## src/rtl/bcp_pkg.sv

```systemverilog
// -----------------------------------------------------------------------------
// bcp_pkg
// Shared types and constants for the Boolean-constraint-propagation processing
// element.
//   LIT_W   : literal width, two's complement, 0 marks an empty clause slot
//   CLA_LEN : literals per clause; slot i lives at [i*LIT_W +: LIT_W]
//   lit_t   : one signed literal
//   cla_t   : one packed clause
//   state_t : PE control states {LOAD, RUN, HALT}
//   lit_neg : complement of a literal
// -----------------------------------------------------------------------------
package bcp_pkg;

  localparam int LIT_W   = 8;
  localparam int CLA_LEN = 3;

  typedef logic signed [LIT_W-1:0]         lit_t;
  typedef logic        [CLA_LEN*LIT_W-1:0] cla_t;

  typedef enum logic [1:0] {
    LOAD = 2'd0,
    RUN  = 2'd1,
    HALT = 2'd2
  } state_t;

  // Complement of a literal; legal literals never hit the most negative code,
  // so the negation cannot overflow.
  function automatic lit_t lit_neg(input lit_t l);
    return -l;
  endfunction

endpackage

```

## src/rtl/bcp_lit_eval.sv

```systemverilog
// -----------------------------------------------------------------------------
// bcp_lit_eval
// Combinational evaluation of one clause against the loaded unit literals.
// Ports:
//   i_clause   : clause under evaluation
//   i_slots    : unit literal slots
//   i_slotMask : which slots currently hold a loaded literal
//   o_sat      : some clause literal equals a unit literal
//   o_pruned   : clause with literals contradicted by a unit literal zeroed
//   o_nzMask   : per-slot flag, pruned literal still nonzero
// -----------------------------------------------------------------------------
module bcp_lit_eval
  import bcp_pkg::*;
#(
  parameter int NUM_UC = 2
) (
  input  cla_t                     i_clause,
  input  lit_t [NUM_UC-1:0]        i_slots,
  input  logic [NUM_UC-1:0]        i_slotMask,
  output logic                     o_sat,
  output cla_t                     o_pruned,
  output logic [CLA_LEN-1:0]       o_nzMask
);

  lit_t w_lit;

  // Every clause literal is compared against every live unit literal. A match
  // satisfies the whole clause; a complement match removes just that literal.
  // Empty slots (zero) never match because live unit literals are nonzero.
  always_comb begin
    o_sat    = 1'b0;
    o_pruned = i_clause;
    o_nzMask = '0;
    w_lit    = '0;
    for (int i = 0; i < CLA_LEN; i++) begin
      w_lit = i_clause[i*LIT_W +: LIT_W];
      for (int j = 0; j < NUM_UC; j++) begin
        if (i_slotMask[j] && (i_slots[j] != '0)) begin
          if (w_lit == i_slots[j]) begin
            o_sat = 1'b1;
          end else if (w_lit == lit_neg(i_slots[j])) begin
            o_pruned[i*LIT_W +: LIT_W] = '0;
          end
        end
      end
      o_nzMask[i] = (o_pruned[i*LIT_W +: LIT_W] != '0);
    end
  end

endmodule

```

## src/rtl/bcp_pe_pipe.sv

```systemverilog
// -----------------------------------------------------------------------------
// bcp_pe_pipe
// Handshaked Boolean-constraint-propagation processing element. A pass loads
// up to NUM_UC unit literals from the unit-clause queue, then streams clauses
// from the clause queue: satisfied clauses are dropped, unit results become
// implications, longer results are forwarded pruned, and an emptied clause
// raises a sticky conflict. An all-zero clause ends the pass and is forwarded
// as a delimiter.
// Ports:
//   clk, rst_n               : clock, synchronous active-low reset
//   uc_valid/uc_lit/uc_pop   : unit-clause queue head and pop
//   cl_valid/cl_data/cl_pop  : clause queue head and pop
//   out_valid/out_clause/out_delim/out_ready : forwarded clause / delimiter
//   imp_valid/imp_lit/imp_ready              : implied literal
//   conflict, conflict_clr   : sticky conflict flag and its clear (HALT only)
//   busy                     : anything other than idle LOAD with no slots
// Optional build macro BCP_PE_STATS_EN adds stat_sat/stat_imp/stat_fwd,
// 16-bit saturating counters cleared on reset and on every entry to LOAD.
// -----------------------------------------------------------------------------
module bcp_pe_pipe
  import bcp_pkg::*;
#(
  parameter int NUM_UC = 2
) (
  input  logic                     clk,
  input  logic                     rst_n,
  input  logic                     uc_valid,
  input  logic [LIT_W-1:0]         uc_lit,
  output logic                     uc_pop,
  input  logic                     cl_valid,
  input  logic [CLA_LEN*LIT_W-1:0] cl_data,
  output logic                     cl_pop,
  output logic                     out_valid,
  output logic [CLA_LEN*LIT_W-1:0] out_clause,
  output logic                     out_delim,
  input  logic                     out_ready,
  output logic                     imp_valid,
  output logic [LIT_W-1:0]         imp_lit,
  input  logic                     imp_ready,
  output logic                     conflict,
  input  logic                     conflict_clr,
  output logic                     busy
`ifdef BCP_PE_STATS_EN
  ,
  output logic [15:0]              stat_sat,
  output logic [15:0]              stat_imp,
  output logic [15:0]              stat_fwd
`endif
);

  localparam int CNT_W = $clog2(NUM_UC + 1);

  state_t             r_state;
  logic [CNT_W-1:0]   r_slotCnt;
  lit_t [NUM_UC-1:0]  r_slot;
  logic               r_conflict;

  // Output register R, shared by the forward and implication channels.
  logic               r_outValid;
  cla_t               r_outClause;
  logic               r_outDelim;
  logic               r_impValid;
  lit_t               r_impLit;

  logic [NUM_UC-1:0]  w_slotMask;
  logic               w_ucClash;
  logic               w_rFree;
  logic               w_isDelim;
  logic               w_sat;
  cla_t               w_pruned;
  logic [CLA_LEN-1:0] w_nzMask;
  logic               w_nzNone;
  logic               w_nzOne;
  lit_t               w_unitLit;

  bcp_lit_eval #(
    .NUM_UC (NUM_UC)
  ) u_eval (
    .i_clause   (cl_data),
    .i_slots    (r_slot),
    .i_slotMask (w_slotMask),
    .o_sat      (w_sat),
    .o_pruned   (w_pruned),
    .o_nzMask   (w_nzMask)
  );

  // Slot j is live once the load counter has moved past it. The clash check
  // compares the incoming unit literal with the complement of each live slot,
  // which catches an l / -l pair as soon as the second one is popped.
  always_comb begin
    w_slotMask = '0;
    w_ucClash  = 1'b0;
    for (int j = 0; j < NUM_UC; j++) begin
      w_slotMask[j] = (CNT_W'(j) < r_slotCnt);
      if (w_slotMask[j] && (uc_lit == lit_neg(r_slot[j]))) begin
        w_ucClash = 1'b1;
      end
    end
  end

  // With exactly one literal left, all other pruned slots are zero, so
  // OR-ing every slot yields the surviving literal without a priority mux.
  always_comb begin
    w_unitLit = '0;
    for (int i = 0; i < CLA_LEN; i++) begin
      w_unitLit = w_unitLit | w_pruned[i*LIT_W +: LIT_W];
    end
  end

  assign w_isDelim = (cl_data == '0);
  assign w_nzNone  = (w_nzMask == '0);
  assign w_nzOne   = $onehot(w_nzMask);

  // R accepts a new clause result when each pending channel is draining now.
  assign w_rFree = (!r_outValid || out_ready) && (!r_impValid || imp_ready);

  // Pops are gated by reset so a reset cycle never consumes a queue entry.
  // LOAD and RUN are exclusive, so both pops can never assert together.
  assign uc_pop = rst_n && (r_state == LOAD) && uc_valid
                  && (r_slotCnt < CNT_W'(NUM_UC));
  assign cl_pop = rst_n && (r_state == RUN) && cl_valid && w_rFree;

  assign out_valid  = r_outValid;
  assign out_clause = r_outClause;
  assign out_delim  = r_outDelim;
  assign imp_valid  = r_impValid;
  assign imp_lit    = r_impLit;
  assign conflict   = r_conflict;
  assign busy       = !((r_state == LOAD) && (r_slotCnt == '0));

  // Main control: slot loading, clause classification into R, conflict and
  // pass delimiting. R drains first each cycle; a clause popped in the same
  // cycle then overwrites the drained entry, keeping one clause per cycle.
  always_ff @(posedge clk) begin
    if (!rst_n) begin
      r_state     <= LOAD;
      r_slotCnt   <= '0;
      r_slot      <= '0;
      r_conflict  <= 1'b0;
      r_outValid  <= 1'b0;
      r_outClause <= '0;
      r_outDelim  <= 1'b0;
      r_impValid  <= 1'b0;
      r_impLit    <= '0;
    end else begin
      if (r_outValid && out_ready) begin
        r_outValid <= 1'b0;
        r_outDelim <= 1'b0;
      end
      if (r_impValid && imp_ready) begin
        r_impValid <= 1'b0;
      end

      case (r_state)
        LOAD: begin
          if (uc_pop) begin
            for (int j = 0; j < NUM_UC; j++) begin
              if (CNT_W'(j) == r_slotCnt) begin
                r_slot[j] <= uc_lit;
              end
            end
            r_slotCnt <= r_slotCnt + CNT_W'(1);
            if (w_ucClash) begin
              r_conflict <= 1'b1;
              r_state    <= HALT;
            end else if (r_slotCnt == CNT_W'(NUM_UC - 1)) begin
              r_state <= RUN;
            end
          end else if ((r_slotCnt == CNT_W'(NUM_UC)) ||
                       (!uc_valid && (r_slotCnt != '0))) begin
            r_state <= RUN;
          end
        end

        RUN: begin
          if (cl_pop) begin
            if (w_isDelim) begin
              r_outValid  <= 1'b1;
              r_outDelim  <= 1'b1;
              r_outClause <= '0;
              r_slot      <= '0;
              r_slotCnt   <= '0;
              r_state     <= LOAD;
            end else if (w_sat) begin
              r_state <= RUN;
            end else if (w_nzNone) begin
              r_conflict <= 1'b1;
              r_state    <= HALT;
            end else if (w_nzOne) begin
              r_impValid <= 1'b1;
              r_impLit   <= w_unitLit;
            end else begin
              r_outValid  <= 1'b1;
              r_outDelim  <= 1'b0;
              r_outClause <= w_pruned;
            end
          end
        end

        HALT: begin
          if (conflict_clr) begin
            r_conflict <= 1'b0;
            r_slot     <= '0;
            r_slotCnt  <= '0;
            r_state    <= LOAD;
          end
        end

        default: begin
          r_state <= LOAD;
        end
      endcase
    end
  end

`ifdef BCP_PE_STATS_EN
  logic        w_enterLoad;
  logic        w_cntSat;
  logic        w_cntImp;
  logic        w_cntFwd;
  logic [15:0] r_statSat;
  logic [15:0] r_statImp;
  logic [15:0] r_statFwd;

  assign w_enterLoad = (cl_pop && w_isDelim) || ((r_state == HALT) && conflict_clr);
  assign w_cntSat    = cl_pop && !w_isDelim && w_sat;
  assign w_cntImp    = cl_pop && !w_isDelim && !w_sat && w_nzOne;
  assign w_cntFwd    = cl_pop && !w_isDelim && !w_sat && !w_nzNone && !w_nzOne;

  assign stat_sat = r_statSat;
  assign stat_imp = r_statImp;
  assign stat_fwd = r_statFwd;

  // Per-pass statistics: each counter sticks at all-ones instead of wrapping
  // and restarts whenever a new pass begins.
  always_ff @(posedge clk) begin
    if (!rst_n || w_enterLoad) begin
      r_statSat <= '0;
      r_statImp <= '0;
      r_statFwd <= '0;
    end else begin
      if (w_cntSat && (r_statSat != 16'hFFFF)) r_statSat <= r_statSat + 16'd1;
      if (w_cntImp && (r_statImp != 16'hFFFF)) r_statImp <= r_statImp + 16'd1;
      if (w_cntFwd && (r_statFwd != 16'hFFFF)) r_statFwd <= r_statFwd + 16'd1;
    end
  end
`endif

endmodule

```

## config.mk

```make
export PLATFORM = sky130hd
export DESIGN_NAME = bcp_pe_pipe
export DESIGN_NICKNAME = d
export VERILOG_FILES = /design/src/rtl/bcp_pkg.sv /design/src/rtl/bcp_lit_eval.sv /design/src/rtl/bcp_pe_pipe.sv
export SDC_FILE = /design/constraint.sdc
export NUM_CORES = 1
export LEC_CHECK = 0
export ABC_AREA = 1
export BUFFER_PORTS_ARGS = -buffer_cell sky130_fd_sc_hd__buf_2
export CAP_MARGIN = 20
export CORE_MARGIN = 2
export CORE_UTILIZATION = 26
export DETAILED_ROUTE_END_ITERATION = 7
export HOLD_SLACK_MARGIN = 0.05
export SYNTH_ARGS = -nofsm -noshare
export SYNTH_HDL_FRONTEND = slang
export SYNTH_SLANG_ARGS = --single-unit
```

## constraint.sdc

```tcl
create_clock -name clk -period 7.15 [get_ports clk]
set_input_delay 2.145 -clock clk [delete_from_list [all_inputs] [get_ports clk]]
set_output_delay 2.145 -clock clk [all_outputs]
set_load 0.02 [all_outputs]
```

==> summary.txt, run 1 <==
STATUS
-------------------------------------------------------------------------------------------
Outcome                                                                        complete, no violations

POWER AND IR DROP
-------------------------------------------------------------------------------------------
Sw Pwr                                                                              1.19 mW
Leakage component of the power                                                      3.04 nW
Net Sw Frac                                                                           0.540
Worst IR drop on VDD                                                                 167 uV
Sequential fraction of design power                                                   0.223
Internal power consumption                                                          1.01 mW
Total design power                                                                  2.19 mW
Gate power share                                                                      0.658
Power Dens Cells                                                                375 nW/um^2
Part of the power in the clock network                                                0.120

LOGIC SYNTHESIS
-------------------------------------------------------------------------------------------
Count leader, synth                                                            sky130_fd_sc_hd__nand2_1
Most common library cells after synthesis                                      sky130_fd_sc_hd__nand2_1 (273), sky130_fd_sc_hd__inv_1 (115), sky130_fd_sc_hd__nor2_1 (106)
Number of warnings issued by yosys                                                        0
Number of flip-flops and latches in the synthesized netlist                              56
Netlist area before placement                                                    5200 sq um
Largest cells by area after synthesis                                          sky130_fd_sc_hd__dfxtp_1 (22%), sky130_fd_sc_hd__nand2_1 (20%), sky130_fd_sc_hd__inv_1 (8.3%)
Average cell area after synthesis                                                5.92 sq um
Share of Yosys cell area claimed by the top area cell type                            0.216
Synth unique cells                                                                       43
Number of nets produced by synthesis                                                    927
Post-Synthesis Cells                                                                    879
EDFF count, synth                                                                         0
Most used flip-flop cell after synthesis                                       sky130_fd_sc_hd__dfxtp_1
Async SR Flop Fraction                                                                    0
Sequential area share after synthesis                                                 0.216
Largest area contributor in the netlist                                        sky130_fd_sc_hd__dfxtp_1

CRITICAL PATH
-------------------------------------------------------------------------------------------
Worst-path cell with the longest stage delay                                   sky130_fd_sc_hd__nor4_2
Buf/Inv on CP                                                                             5
Startpoint of the worst register-to-register path                              r_slot[8]$_SDFFE_PN0P_
Register-to-register setup slack                                                    2360 ps
Critical path's most frequent cell                                             sky130_fd_sc_hd__nand2_1
CP arrival                                                                          6050 ps
Cell breakdown of the critical path                                            buf_2, inv_1, nand2_1, nand2_1, nand3_1, nor2_1, nand2_1, nand2_1, nor2_1, nand3_1, o211ai_1, nand2_1, nor2_2, inv_1, fa_1, inv_1, nor2_1, inv_1, nor4_2, o311ai_0, a21oi_1
R2r worst-path depth                                                                     19
Data required time of the worst path                                                7380 ps
Type of the worst setup path                                                         in2reg
Largest stage delay on the critical path                                             800 ps
End of the worst register-to-register path                                     imp_lit[1]$_SDFFE_PN0P_
Startpoint class of the critical path                                            input port
Max FO, Critical Path                                                                    12
Type of element capturing the critical path                                            flop
Gate family responsible for the most delay along the worst path                simple AND/OR/NAND/NOR gates

CLOCK TREE
-------------------------------------------------------------------------------------------
Skew-Pair Late Insertion Delay                                                       310 ps
H-Tree Depth                                                                              2
CTS Buffer Depth                                                                          2
Post-CTS Setup Bufs                                                                       0
Clock tree from TritonCTS                                                               yes
Clock transition at the registers of the reported paths                               80 ps
Number of resized instances in the post-cts repair step                                   0
Post-CTS Hold Fix Bufs                                                                    0
Number of sinks handled by clock tree synthesis                                          56
Clk Tree Root Cell                                                             sky130_fd_sc_hd__clkbuf_16
Total clock buffers created by CTS                                                        5

DRT
-------------------------------------------------------------------------------------------
Number of routed nets with antenna violations                                             0
Number of design-rule violations left by the first detailed-router iteration            471
Number of iterations in the first detailed-routing pass                                   5
Routed len/inst                                                                     15.5 um
Via total after detailed routing                                                      5,660
Metal1 wirelength                                                                   8310 um
Sum of met3 wire segment lengths after detailed routing                             1340 um
Routed via count divided by cell count                                                 4.75
Remaining DRCs                                                                            0
Highest metal layer used by the detailed router                                        met5
Met2 routed wirelength                                                              8110 um
DRT Wirelength                                                                    18,500 um

TIMING
-------------------------------------------------------------------------------------------
Minimum setup slack in the final design                                             1330 ps
Final Slew Violations                                                                     0
Worst max-slew margin expressed relative to the limit                                 0.311
Final hold violation count                                                                0
Skew final                                                                          11.5 ps
Post-layout minimum cycle time                                                      5820 ps
Part of the cycle the worst path needs                                                0.814
Upper clock frequency limit                                                       0.172 GHz
Number of endpoints failing setup at the final stage                                      0
Setup TNS                                                                              0 ps
Actual transition at the worst max-transition pin                                   1030 ps
Setup repair after global routing missed its margin                                   false

DIE
-------------------------------------------------------------------------------------------
Die area                                                                       21,100 sq um
Number of primary I/O pins                                                               78
Num rows                                                                                 51
Die Y                                                                                145 um
Width of the die                                                                     145 um
Initial Util                                                                          0.266
Core ar.                                                                       19,500 sq um

PLACEMENT
-------------------------------------------------------------------------------------------
Worst Setup Slack post-DPL                                                          1140 ps
Weighted congestion at the end of routability-driven global placement                  1.01
Detailed placement HPWL                                                           14,700 um
Number of buffers inserted by port buffering                                             77
Placed instance count                                                                 1,183

CELLS AND AREA
-------------------------------------------------------------------------------------------
Non-filler cells in the finished layout                                               1,191
Layout Area Growth over Synthesis                                                     12.5%
NumNets Final                                                                           973
Share of cells above drive strength 1                                                 0.164
# diodes                                                                                  0

JOB
-------------------------------------------------------------------------------------------
Number of maximum-capacitance constraint violations                                       0

GLOBAL ROUTE
-------------------------------------------------------------------------------------------
Overflow after GRT                                                                        0
First-pass GRT wire length                                                        29,300 um
Pin count of the biggest net entering global routing                                     50
Tot GR Track Use                                                                      0.175
Antenna violations before repair                                                          1
Via count of the first global-routing pass                                            5,379

MIN PATH
-------------------------------------------------------------------------------------------
Worst Hold Path Cells                                                                     2
Type of the worst min-delay path                                                    reg2reg
Worst Hold Endpoint                                                            imp_lit[5]$_SDFFE_PN0P_
Hold Path Origin                                                               imp_lit[5]$_SDFFE_PN0P_

sequential cells by signal (all words and copies together), names as in the netlist:
| signal | flops |
|---|---|
| r_state | 2 |
| out_delim | 1 |
| out_clause | 24 |
| conflict | 1 |
| r_slotCnt | 2 |
| r_slot | 16 |
| out_valid | 1 |
| imp_valid | 1 |
| imp_lit | 8 |
final cells by class:
| type | count | area, sq um |
|---|---|---|
| repair buffers | 80 | 408 |
| multi-input cells | 654 | 3360 |
| clock inverters | 3 | 26.3 |
| inverters | 128 | 480 |
| well taps | 265 | 332 |
| flip-flops and latches | 56 | 1120 |
| fillers | 2247 | 13700 |
| clock buffers | 5 | 125 |
placed cells by master (no fill, tap or decap), types with 3 or more instances in the layout:
master,n
sky130_fd_sc_hd__xor2_1,19
sky130_fd_sc_hd__xnor2_1,35
sky130_fd_sc_hd__o21ai_0,18
sky130_fd_sc_hd__o311ai_0,6
sky130_fd_sc_hd__o221ai_1,3
sky130_fd_sc_hd__ha_1,8
sky130_fd_sc_hd__inv_2,12
sky130_fd_sc_hd__dfxtp_1,56
sky130_fd_sc_hd__nor2_2,26
sky130_fd_sc_hd__inv_1,115
sky130_fd_sc_hd__nor3_1,4
sky130_fd_sc_hd__nand3_2,6
sky130_fd_sc_hd__nand2_1,273
sky130_fd_sc_hd__buf_4,3
sky130_fd_sc_hd__nor2_1,106
sky130_fd_sc_hd__nor2_4,3
sky130_fd_sc_hd__buf_2,77
sky130_fd_sc_hd__nand2_2,7
sky130_fd_sc_hd__nor4_1,6
sky130_fd_sc_hd__nand4_1,8
sky130_fd_sc_hd__a21oi_1,33
sky130_fd_sc_hd__clkbuf_16,5
sky130_fd_sc_hd__a211oi_1,6
sky130_fd_sc_hd__o21ai_1,3
sky130_fd_sc_hd__nand3_1,57
sky130_fd_sc_hd__o211ai_1,7
sky130_fd_sc_hd__o211ai_2,5
worst register-to-register path: stages (launching register included):
cell	delay, ps
sky130_fd_sc_hd__dfxtp_1	470
sky130_fd_sc_hd__inv_2	120
sky130_fd_sc_hd__ha_1	320
sky130_fd_sc_hd__nand2_2	160
sky130_fd_sc_hd__nor2_1	60
sky130_fd_sc_hd__nor2_1	330
sky130_fd_sc_hd__nand4_1	170
sky130_fd_sc_hd__nor2_1	130
sky130_fd_sc_hd__nand3_1	360
sky130_fd_sc_hd__o211ai_1	230
sky130_fd_sc_hd__nand2_1	90
sky130_fd_sc_hd__nor2_2	150
sky130_fd_sc_hd__inv_1	70
sky130_fd_sc_hd__fa_1	470
sky130_fd_sc_hd__inv_1	40
sky130_fd_sc_hd__nor2_1	160
sky130_fd_sc_hd__inv_1	70
sky130_fd_sc_hd__nor4_2	800
sky130_fd_sc_hd__o311ai_0	330
sky130_fd_sc_hd__a21oi_1	190
stage by stage:
| step | util | cell area (sq um) | hold slack (ps) |
|---|---|---|---|
| floorplan | - | 5200 | 473 |
| global placement | 0.292 | 5700 | 466 |
| detailed placement | 0.292 | 5700 | 470 |
| CTS | 0.300 | 5850 | 482 |
| global route | 0.300 | 5850 | 512 |
| finish | 0.300 | 5850 | 476 |
logic make-up after synthesis:
| logic type | synth area share |
|---|---|
| DFF | 0.216 |
| adders and majority gates | 0.0231 |
| and+or+nand+nor | 0.419 |
| buffers and inverters | 0.139 |
| AOI/OAI and AO/OA | 0.108 |
| xor gates and xnor gates | 0.0953 |
metal layers:
layer | global-route usage | up-vias
li1 | - | 2818
met1 | 0.234 | 2580
met2 | 0.277 | 217
met3 | 0.0313 | 43
met4 | 0.0721 | 2
met5 | 0 | -
how the worst max path moves through the flow:
| stage | start | endpoint | cells after the start |
|---|---|---|---|
| final | cl_data[3] | imp_lit[1]$_SDFFE_PN0P_ | 21 |
| after detailed placement | cl_data[18] | imp_lit[1]$_SDFFE_PN0P_ | 22 |
| after global routing | cl_data[18] | imp_lit[3]$_SDFFE_PN0P_ | 22 |
| after global placement | cl_data[3] | imp_lit[7]$_SDFFE_PN0P_ | 21 |
| after floorplan | rst_n | uc_pop | 3 |
| after CTS | cl_data[18] | imp_lit[1]$_SDFFE_PN0P_ | 22 |
power by group through the flow:
| stage | Combinational [mW] | Clock [mW] | Sequential (mW) |
|---|---|---|---|
| final | 1.44 | 0.263 | 0.489 |
| after global routing | 1.62 | 0.278 | 0.498 |
| after CTS | 1.43 | 0.270 | 0.484 |
| after detailed placement | 1.42 | 0 | 0.492 |
| after global placement | 1.43 | 0 | 0.493 |
| after floorplan | 1.13 | 0 | 0.444 |
Note: power is estimated with default switching activity, not from simulation.
==> run 2: changes to the inputs <==
clock period = 4.75 ns   (was 7.15 ns; I/O delays follow)
==> run 2 against run 1 <==
Compared with the run above: critical endpoint is now imp_lit[3]$_SDFFE_PN0P_; clock power up 53%; global-route usage down 0.097 points; critical path type unchanged; routed wire length up 0.13%.
==> summary.txt, run 2 (same netlist as run 1, synthesis figures left out) <==
GLOBAL ROUTE
-------------------------------------------------------------------------------------------
Pin count of the biggest net entering global routing                                     39   -22%
First-pass GRT wire length                                                        28,900 um   -1.3%
Tot GR Track Use                                                                      0.174   -0.000965
Via count of the first global-routing pass                                            5,125   -4.7%
Overflow after GRT                                                                        0   unchanged
Antenna violations before repair                                                          1   unchanged

CLOCK TREE
-------------------------------------------------------------------------------------------
Total clock buffers created by CTS                                                        5   unchanged
Clk Tree Root Cell                                                             sky130_fd_sc_hd__clkbuf_16
Skew-Pair Late Insertion Delay                                                       310 ps   about the same
Clock tree from TritonCTS                                                               yes
CTS Buffer Depth                                                                          2   unchanged
Number of sinks handled by clock tree synthesis                                          56   unchanged
Number of resized instances in the post-cts repair step                                   0   unchanged
H-Tree Depth                                                                              2   unchanged
Clock transition at the registers of the reported paths                               80 ps   about the same
Post-CTS Setup Bufs                                                                       0   unchanged
Post-CTS Hold Fix Bufs                                                                    0   unchanged

CRITICAL PATH
-------------------------------------------------------------------------------------------
Type of the worst setup path                                                         in2reg
Data required time of the worst path                                                4990 ps   -2390 ps
CP arrival                                                                          4590 ps   -1460 ps
Type of element capturing the critical path                                            flop
Startpoint class of the critical path                                            input port
Max FO, Critical Path                                                                     9   -3

POWER AND IR DROP
-------------------------------------------------------------------------------------------
Gate power share                                                                      0.668   +0.010
Net Sw Frac                                                                           0.546   +0.00627
Power Dens Cells                                                                570 nW/um^2   +52%
Leakage component of the power                                                      3.10 nW   +2.0%
Worst IR drop on VDD                                                                 300 uV   +80%
Part of the power in the clock network                                                0.119   about the same
Sw Pwr                                                                              1.85 mW   +56%
Sequential fraction of design power                                                   0.214   -0.009
Internal power consumption                                                          1.54 mW   +52%

CELLS AND AREA
-------------------------------------------------------------------------------------------
Layout Area Growth over Synthesis                                                     14.3%
Commonest cells after routing, fill and taps aside                             sky130_fd_sc_hd__nand2_1 (273), sky130_fd_sc_hd__inv_1 (115), sky130_fd_sc_hd__nor2_1 (106), sky130_fd_sc_hd__buf_2 (77), sky130_fd_sc_hd__nand3_1 (57)
# diodes                                                                                  0   unchanged
NumNets Final                                                                           984   +1.1%
Leading cell type in the layout, fill and taps excluded                        sky130_fd_sc_hd__nand2_1
Number of flip-flops in the largest register                                             24   unchanged
Share of cells above drive strength 1                                                 0.174   +0.00981

TIMING
-------------------------------------------------------------------------------------------
Post-layout minimum cycle time                                                      4350 ps
Upper clock frequency limit                                                       0.230 GHz
Skew final                                                                          6.53 ps   -4.98 ps
Final hold violation count                                                                0   unchanged
Final Slew Violations                                                                     0   unchanged
Minimum setup slack in the final design                                              405 ps   -923 ps
Part of the cycle the worst path needs                                                0.915
Number of endpoints failing setup at the final stage                                      0   unchanged
Setup repair after global routing missed its margin                                   false
Setup TNS                                                                              0 ps   unchanged
Actual transition at the worst max-transition pin                                    595 ps   -432 ps
Worst max-slew margin expressed relative to the limit                                 0.601   +0.290

PLACEMENT
-------------------------------------------------------------------------------------------
Worst Setup Slack post-DPL                                                           140 ps   -997 ps
Weighted congestion at the end of routability-driven global placement                  1.00   -0.32%
Detailed placement HPWL                                                           15,100 um   +2.8%
Number of buffers inserted by port buffering                                             77   unchanged

DIE
-------------------------------------------------------------------------------------------
Die Y                                                                                145 um   unchanged
Num rows                                                                                 51   unchanged
Width of the die                                                                     145 um   unchanged
Core ar.                                                                       19,500 sq um   unchanged
Die area                                                                       21,100 sq um   unchanged
Initial Util                                                                          0.266   unchanged
Number of primary I/O pins                                                               78   unchanged

DRT
-------------------------------------------------------------------------------------------
Routed via count divided by cell count                                                 4.66   -1.8%
Remaining DRCs                                                                            0   unchanged
Number of design-rule violations left by the first detailed-router iteration            412   -13%
Number of routed nets with antenna violations                                             0   unchanged
Number of iterations in the first detailed-routing pass                                   5   unchanged
DRT Wirelength                                                                    18,500 um   +0.13%
Via total after detailed routing                                                      5,607   -0.94%
Routed len/inst                                                                     15.4 um   -0.79%

STATUS
-------------------------------------------------------------------------------------------
Outcome                                                                        complete, no violations

MIN PATH
-------------------------------------------------------------------------------------------
Type of the worst min-delay path                                                    reg2reg

JOB
-------------------------------------------------------------------------------------------
Number of maximum-capacitance constraint violations                                       0   unchanged

==> run 2: cell type report <==
cell class / count / area, sq um
clock inverters: 3 / 27.5
fillers: 2258 / 13600
inverters: 128 / 480
repair buffers: 91 / 503
flip-flops and latches: 56 / 1120
multi-input cells: 654 / 3360
well taps: 265 / 332
clock buffers: 5 / 125
==> run 2: power groups by stage <==
stage	Clock (mW)	Combinational [mW]	Sequential, mW
after floorplan	0	1.70	0.668
after global placement	0	2.22	0.733
after detailed placement	0	2.21	0.731
after CTS	0.412	2.22	0.720
after global routing	0.428	2.53	0.736
final	0.402	2.26	0.724
==> run 2: worst paths after layout <==
kind                        endpoint  cells after the start                     from  slack [ps]
max          imp_lit[3]$_SDFFE_PN0P_                     22              cl_data[19]         400
min          imp_lit[5]$_SDFFE_PN0P_                      2  imp_lit[5]$_SDFFE_PN0P_         480
max reg2reg  imp_lit[3]$_SDFFE_PN0P_                     20   r_slot[8]$_SDFFE_PN0P_         530
min reg2reg  imp_lit[5]$_SDFFE_PN0P_                      2  imp_lit[5]$_SDFFE_PN0P_         480
==> run 2: critical path, cell delays in order <==
cell and delay, ps:
sky130_fd_sc_hd__buf_2 210, sky130_fd_sc_hd__inv_1 130, sky130_fd_sc_hd__nand2_1 80, sky130_fd_sc_hd__nand2_1 70, sky130_fd_sc_hd__nand3_1 70, sky130_fd_sc_hd__nor2_1 60, sky130_fd_sc_hd__nand2_1 100, sky130_fd_sc_hd__nand2_1 60
sky130_fd_sc_hd__nor2_1 170, sky130_fd_sc_hd__nand2_1 200, sky130_fd_sc_hd__o211ai_1 150, sky130_fd_sc_hd__nand2_1 90, sky130_fd_sc_hd__nor2_2 170, sky130_fd_sc_hd__inv_1 70, sky130_fd_sc_hd__fa_1 470, sky130_fd_sc_hd__inv_1 40
sky130_fd_sc_hd__nor2_1 150, sky130_fd_sc_hd__inv_1 70, sky130_fd_sc_hd__nor4_2 230, sky130_fd_sc_hd__buf_4 200, sky130_fd_sc_hd__o311ai_0 150, sky130_fd_sc_hd__a21oi_1 180
==> run 2: through the flow <==
| step | power, mW | instance area (sq um) | util | hold WS (ps) | instances |
|---|---|---|---|---|---|
| 2_1_floorplan | 2.37 | 5200 | - | 473 | 879 |
| 3_3_place_gp | 2.95 | 5780 | 0.296 | 468 | 1193 |
| 3_5_place_dp | 2.94 | 5780 | 0.296 | 475 | 1193 |
| 4_1_cts | 3.35 | 5940 | 0.304 | 486 | 1201 |
| 5_1_grt | 3.69 | 5940 | 0.304 | 502 | 1202 |
| 6_report | 3.39 | 5940 | 0.304 | 482 | 1202 |
==> run 2: metal layers <==
metal / GRT usage / share of wire / vias up
met5: 0 / 0.00059 / -
met4: 0.0667 / 0.030 / 2
met3: 0.0226 / 0.064 / 34
met2: 0.271 / 0.44 / 201
met1: 0.244 / 0.47 / 2525
li1: - / - / 2845
